### src/rtl/rr_mux_arbiter.sv
// rr_mux_arbiter: two-requester round-robin arbiter steering a 2:1 mux into a
// registered output slot with valid/ready handshake toward one consumer.
//
// Handshakes:
//   requester side  - req/gnt: a requester holds req and data stable until it
//                     sees gnt high; the word is captured at the edge that
//                     ends the gnt cycle.
//   consumer side   - valid/ready: y is transferred on every edge where
//                     out_valid=1 and out_ready=1; y/sel/out_valid do not
//                     change while out_valid=1 and out_ready=0.
module rr_mux_arbiter #(
  parameter int WIDTH = 8
) (
  input  logic             clk,
  input  logic             rst_n,
  input  logic             req0,
  input  logic [WIDTH-1:0] d0,
  input  logic             req1,
  input  logic [WIDTH-1:0] d1,
  input  logic             out_ready,
  output logic             gnt0,
  output logic             gnt1,
  output logic             sel,
  output logic             out_valid,
  output logic [WIDTH-1:0] y
);

  typedef enum logic [1:0] {
    IDLE  = 2'd0,
    HOLD0 = 2'd1,
    HOLD1 = 2'd2
  } state_t;

  state_t state;
  state_t state_next;

  // last granted requester; reset to 1 so requester 0 wins the first tie
  logic last;

  logic load;
  logic any_req;
  logic winner;
  logic grant;

  // Arbitration and next state: slot can load when empty or being drained
  always_comb begin
    load       = (state == IDLE) | out_ready;
    any_req    = req0 | req1;
    winner     = 1'b0;
    state_next = state;
    if (req0 && req1) begin
      winner = ~last;
    end else begin
      winner = req1;
    end
    // gating with rst_n keeps grants low for the whole reset interval
    grant = rst_n & load & any_req;
    gnt0  = grant & ~winner;
    gnt1  = grant & winner;
    if (load) begin
      if (any_req) begin
        state_next = winner ? HOLD1 : HOLD0;
      end else begin
        state_next = IDLE;
      end
    end
  end

  // State register
  always_ff @(posedge clk or negedge rst_n) begin
    if (!rst_n) begin
      state <= IDLE;
    end else begin
      state <= state_next;
    end
  end

  // Output slot and priority pointer: update only on a grant
  always_ff @(posedge clk or negedge rst_n) begin
    if (!rst_n) begin
      y    <= '0;
      sel  <= 1'b0;
      last <= 1'b1;
    end else if (grant) begin
      y    <= winner ? d1 : d0;
      sel  <= winner;
      last <= winner;
    end
  end

  // Valid is a decode of the state register so reset clears it at once
  always_comb begin
    out_valid = (state != IDLE);
  end

endmodule

### config.mk
export PLATFORM = sky130hd
export DESIGN_NAME = rr_mux_arbiter
export DESIGN_NICKNAME = d
export VERILOG_FILES = /design/src/rtl/rr_mux_arbiter.sv
export SDC_FILE = /design/constraint.sdc
export NUM_CORES = 1
export LEC_CHECK = 0
export ABC_AREA = 1
export CORE_UTILIZATION = 25
export CTS_CLUSTER_DIAMETER = 80
export DETAILED_ROUTE_END_ITERATION = 10
export GPL_ROUTABILITY_DRIVEN = 0
export SETUP_SLACK_MARGIN = 0.05
export SLEW_MARGIN = 20
export SYNTH_ARGS = -nofsm -noshare
export SYNTH_HDL_FRONTEND = slang
export SYNTH_SLANG_ARGS = --single-unit
### constraint.sdc
create_clock -name clk -period 2 [get_ports clk]
set_input_delay 0.4 -clock clk [delete_from_list [all_inputs] [get_ports clk]]
set_output_delay 0.4 -clock clk [all_outputs]
set_load 0.02 [all_outputs]
==> results of run 1 <==
state kept, by name, indices dropped and copies added (netlist names):
name / flops
last: 1
sel: 1
state: 2
y: 8
critical path, cell delays in order:
cell	delay, ns
clkdlybuf4s50_1	0.48
inv_1	0.07
o21ai_2	0.07
nand2_1	0.09
nor2_1	0.08
clkdlybuf4s15_2	0.26
metrics by stage:
stage / hold WS [ns] / util [%] / cell area [µm²]
final: 0.481 / 44.4 / 1110
after detailed placement: 0.464 / 42.9 / 1070
after global routing: 0.499 / 44.4 / 1110
after global placement: 0.456 / 42.9 / 1070
after CTS: 0.488 / 44.0 / 1100
after floorplan: 0.104 / - / 663
cell families (layout without fill, tap and decap cells):
logic type             count (synthesis)  after routing
and+or+nand+nor                       64             64
AOI/OAI and AO/OA                      5              5
buffers and inverters                  8             52
DFF                                   12             12
path summary, 6_finish.rpt:
check	from	end	cells past startpoint
hold / removal	y[3]$_DFFE_PN0P_	y[3]$_DFFE_PN0P_	2
min in group asynchronous	rst_n	y[6]$_DFFE_PN0P_	3
setup reg to reg	last$_DFFE_PN1P_	y[7]$_DFFE_PN0P_	7
max in group asynchronous	rst_n	last$_DFFE_PN1P_	3
hold reg to reg	y[3]$_DFFE_PN0P_	y[3]$_DFFE_PN0P_	2
setup / recovery	out_ready	gnt0	6
where the power goes:
group | switching [mW] | internal [mW] | total, mW
logic | 0.182 | 0.182 | 0.364
clock network | 0.0836 | 0.0771 | 0.161
registers | 0.0360 | 0.301 | 0.337
total | 0.301 | 0.560 | 0.862
layer usage:
metal | vias up | routed length (µm) | part of all wire, % | GRT usage (%)
li1 | 360 | - | - | -
met1 | 308 | 728 | 45 | 15.5
met2 | 22 | 759 | 47 | 21.9
met3 | 2 | 113 | 7.0 | 4.31
met4 | 0 | 12 | 0.74 | 7.89
met5 | - | 0 | 0 | 0
final cells by class:
cell class,count,share of cell area [%]
repair buffers,43,37.0
inverters,5,1.69
multi-input cells,69,28.4
flip-flops and latches,12,27.2
well taps,30,3.38
clock buffers,4,2.37
what timing repair did:
item / 4_1_cts / 5_1_grt
setup endpoints to repair: 2 / 2
pin swaps: 0 / 0
cloned: 0 / 0
gates resized for setup: 6 / 3
hold buffers: 0 / 0
placed cells by master (no fill, tap or decap), drive strengths merged:
cell           count
buf               11
clkbuf             4
clkdlybuf4s15      2
clkdlybuf4s50     28
dfrtp             11
dfstp              1
dlymetal6s2s       2
inv                5
nand2             49
nand3              9
nor2               6
o21ai              5
==> impl_results.md, run 1 <==
* Pre-antenna DRT Iters at 3
* Final WS setup at about 0.15 ns
* # DRC at 0
* TritonCTS clock tree: done
* Antenna violations before repair at 0
* Max-cap viol count at 0
* Area growth from synthesis to layout at 67.4%
* Top cells by area, synth: dfrtp_1, nand2_1, nand3_1, dfstp_2, nand2_4
* Clk_lat worst skew at between 0.2 and 0.3 ns
* IO Count at 33
* CP Launch Type: primary input
* Reg-to-reg slack, setup at 0.86 ns
* CTS root buffer: clkbuf_4
* Slew headroom at 78.6%
* Core Region at 2500 µm²
* Fin crit share at 92.6%
* Share of the synthesized area in the top cell type at 41.5%
* Leakage power at 0.579 nW
* Adder and majority gate portion of the synthesized area at 0%
* # diodes at 0
* Register Area at 302 µm²
* Compound-gate portion of the synthesized area at 4.91%
* Setup crit end kind: output pin
* Layout fillers at between 200 and 250
* Critical setup path kind: in2out
* Peak supply drop at ~0.00042 V
* Post-Layout Cell Count at around 160
* Overflow after GRT at 0
* Placed insts at 159
* First DRT Iteration DRCs at 1
* Largest family of logic cells by synthesized area: simple AND/OR/NAND/NOR gates
* Vias at 692
* Min Clock Period, post-route at 1.85 ns
* Final Power at 0.862 mW
* Post-Syn Area at 663 µm²
* Outcome: finished, final reports clean
* Nets at 155
* Worst-margin pin slew at 0.320 ns
* Post-CTS Setup Bufs at 0
* Buffers on Ports at 32
* DIE WIDTH at ~54 µm
* Fmax at 0.540 GHz
* Power Density at 777 nW/µm²
* Fin. Hold Viols at 0
* Num CTS Buffers at 3
* Worst-path fanout max at 2
* Vias per cell at 4.25
* Netlist cell types at 16
* Setup TNS at 0 ns
* Critical path data required time at 1.60 ns
* Share of layout cells above drive strength 1 at 18.8%
* Count leader, synth: nand2_1
* Min-delay worst type: reg2reg
* Largest area contributor in the netlist: dfrtp_1
* Primary FF master, synth: dfrtp_1
* Syn nets at 110
* Site row count at 18
* Final Max Tran Viols at 0
* Ys async rst share at 100%
* EDFF count, synth at 0
* Final Setup Violations at 0
* Starting Density at 26.5%
* Vias in the first global route at about 640
* Routed wire length at 1.61 mm
* Post-DRT Antenna Nets at 0
* Worst Skew at ~0.0080 ns
* H-tree Lvls at 1
* Synth Area per Inst at 7.45 µm²
* Seq cells post-synth at 12
* Top post-synthesis cells by count: nand2_1, dfrtp_1, nand3_1
* WL/cell at around 9.9 µm
* RSZ-0062 raised after global routing: yes
* Global-route wire length before repair at 2.66 mm
* Total track usage at ~14%
* Mux share of post-synthesis cell area at 0%
* CP arrival at 1.45 ns
* Reg clk slew, reported paths at roughly 0.080 ns
* DP HPWL at 1.30 mm
* CTS max path bufs at 2
* CTS sink cnt at 12
* Gate Count Post-Synth at 89
* Synth Area in Simple Gates at a little over two fifths
* Multi-input logic area at 315 µm²
* Post-synthesis sequential area ratio at 45.5%
* Largest net degree at the start of global routing at 14
* Setup slack after placement at -0.278 ns
* Ys Warns at 0
* Die H at roughly 54 µm
* Die Area at 2860 µm²
* Post-synthesis xor/xnor area fraction at 0%
Note: power is estimated with default switching activity, not from simulation.
==> run 2: changes to the inputs <==
--- a/config.mk
+++ b/config.mk
@@ -6,12 +6,12 @@
 export NUM_CORES = 1
 export LEC_CHECK = 0
 export ABC_AREA = 1
+export ABC_CLOCK_PERIOD_IN_PS = 2000
 export CORE_UTILIZATION = 25
 export CTS_CLUSTER_DIAMETER = 80
 export DETAILED_ROUTE_END_ITERATION = 10
 export GPL_ROUTABILITY_DRIVEN = 0
 export SETUP_SLACK_MARGIN = 0.05
-export SLEW_MARGIN = 20
 export SYNTH_ARGS = -nofsm -noshare
 export SYNTH_HDL_FRONTEND = slang
 export SYNTH_SLANG_ARGS = --single-unit
==> results of run 2 <==
No change in the layout: final DEF, timing and power equal those of run 1.
==> run 3: changes to the inputs <==
--- a/config.mk
+++ b/config.mk
@@ -7,10 +7,14 @@
 export LEC_CHECK = 0
 export ABC_AREA = 1
 export ABC_CLOCK_PERIOD_IN_PS = 2000
-export CORE_UTILIZATION = 25
+export CELL_PAD_IN_SITES_DETAIL_PLACEMENT = 1
+export CELL_PAD_IN_SITES_GLOBAL_PLACEMENT = 2
+export CORE_UTILIZATION = 21
 export CTS_CLUSTER_DIAMETER = 80
 export DETAILED_ROUTE_END_ITERATION = 10
 export GPL_ROUTABILITY_DRIVEN = 0
+export PLACE_DENSITY_LB_ADDON = 0.1
+export REMOVE_ABC_BUFFERS = 1
 export SETUP_SLACK_MARGIN = 0.05
 export SYNTH_ARGS = -nofsm -noshare
 export SYNTH_HDL_FRONTEND = slang
==> impl_results.md, run 3 (synthesis gave the netlist of run 1 again) <==
* Vias per cell at 4.00
* Global-route wire length before repair at 3.20 mm
* H-tree Lvls at 1
* Met3 Use GR at 2.01%
* Fin crit share at 93.3%
* Top reg by flops: y
* Routed wire length at 1.82 mm
* Regs by FF count: y: 8 flops, state: 2 flops
* Final Power at approximately 0.9 mW
* Final Setup Violations at 0
* Antenna violations before repair at 0
* Area growth from synthesis to layout at 70.0%
* Critical path's largest stage delay at 0.48 ns
* Vias at a little over 700
* # hold bufs at CTS at 0
* # diodes at 0
* First DRT Iteration DRCs at 5
* RSZ-0062 raised after global routing: no
* Worst-path fanout max at 2
* Leakage power at 0.585 nW
* DP HPWL at roughly 1.5 mm
* Overflow after GRT at 0
* Largest register FFs at 8
* Most frequent cells in the layout: nand2_1, clkdlybuf4s50_1, buf_4, dfrtp_1, nand3_1
* Layout fillers at 380
* Critical Path Most Common Cell: inv_1
* Placed insts at 173
* Setup crit end kind: output pin
* Crit path max-delay cell type: clkdlybuf4s50_1
* Critical path data required time at around 1.6 ns
* Worst Skew at 0.00879 ns
* CP Launch Type: primary input
* WL/cell at 10.3 µm
* CTS root buffer: clkbuf_4
* Buffers plus inverters on the worst setup path at 4
* Setup TNS at 0 ns
* Vias in the first global route at 736
* CTS sink cnt at 12
* CTS max path bufs at 2
* Buffers on Ports at 32
* Fmax at 0.536 GHz
* TritonCTS clock tree: done
* Peak supply drop at 0.000179 V
* Post-Layout Cell Count at 177
* Min Clock Period, post-route at 1.87 ns
* Final Max Tran Viols at 0
* CP top delay family: buffers and inverters
* Die H at 58.2 µm
* Post-DRT Antenna Nets at 0
* CP arrival at 1.47 ns
* Power Density at between 700 and 800 nW/µm²
* Share of layout cells above drive strength 1 at 18.8%
* DIE WIDTH at 58.2 µm
* GR peak layer: met2
* IO Count at 33
* Total track usage at roughly 13%
* Fin. Hold Viols at 0
* Slew headroom at 76.1%
* Crit-path cells: clkdlybuf4s50_1, inv_1, o21ai_1, nand3_2, inv_1, clkdlybuf4s15_2
* Pre-antenna DRT Iters at 2
* Max-cap viol count at 0
* Largest net degree at the start of global routing at 14
* Met2 Use GR at 22.2%
* Worst-margin pin slew at between 0.3 and 0.4 ns
* Commonest non-fill, non-tap cell in the layout: nand2_1
* Die Area at about 3400 µm²
* Reg clk slew, reported paths at 0.08 ns
* Min-delay worst type: reg2reg
* Reg-to-reg slack, setup at 0.87 ns
* Met1 Track Usage GR at approximately 15%
* Site row count at 20
* Starting Density at 21.9%
* Core Region at 3030 µm²
* Critical setup path kind: in2out
* Clk_lat worst skew at 0.28 ns
* Num CTS Buffers at 3
* # DRC at 0
* Nets at between 150 and 200
* Outcome: finished, final reports clean
## run 3: cell count changes in the layout (fill, tap and decap cells not counted), sizes merged
cell / before / now
buf: 11 / 12
clkdlybuf4s15: 2 / 1
## run 3: worst paths after layout
path                                   from               end  cells after the start
min in group asynchronous             rst_n   sel$_DFFE_PN0P_                      3
max in group asynchronous             rst_n  last$_DFFE_PN1P_                      3
max reg2reg                last$_DFFE_PN1P_  y[3]$_DFFE_PN0P_                      7
min                         sel$_DFFE_PN0P_   sel$_DFFE_PN0P_                      2
max                               out_ready              gnt1                      6
min reg2reg                 sel$_DFFE_PN0P_   sel$_DFFE_PN0P_                      2
## run 3: through the flow
| step | util (%) | hold slack [ns] | cell area, µm² | worst slack [ns] |
|---|---|---|---|---|
| finish | 37.2 | 0.475 | 1130 | 0.135 |
| global route | 37.2 | 0.509 | 1130 | 0.0656 |
| global placement | 36.0 | 0.456 | 1090 | -0.325 |
| floorplan | - | 0.104 | 632 | 0.509 |
| CTS | 37.3 | 0.483 | 1130 | 0.0226 |
| detailed placement | 36.0 | 0.461 | 1090 | -0.317 |
## run 3: worst min-delay path, delay by kind of cell, from the launching register on
kind | cells | cell delay [ns]
DFF | 1 | 0.35
and+or+nand+nor | 2 | 0.10
## run 3: what timing repair did
action	4_1_cts	5_1_grt
buffers inserted	0	0
gates resized for setup	6	3
endpoints found under the hold margin	0	0
endpoints found under the setup margin	2	2
## run 3: area by class of cell
type / count / area, µm² / share of cell area (%)
timing repair buffer: 43 / 404 / 35.8
multi-input combinational: 69 / 312 / 27.6
sequential: 12 / 302 / 26.7
tap: 44 / 55.1 / 4.88
clock buffer: 4 / 36.3 / 3.22
inverter: 5 / 18.8 / 1.66
## run 3: where the power goes
group	leakage [nW]	switching, mW	internal [mW]	total (mW)
registers	0.147	0.0343	0.301	0.336
logic	0.418	0.184	0.180	0.364
clock network	0.0210	0.0882	0.111	0.199
## run 3: metal layers
| layer | up-vias | wire length [µm] |
|---|---|---|
| met5 | - | 0 |
| met4 | 0 | 53 |
| met3 | 5 | 73 |
| met2 | 23 | 923 |
| met1 | 316 | 771 |
| li1 | 364 | - |
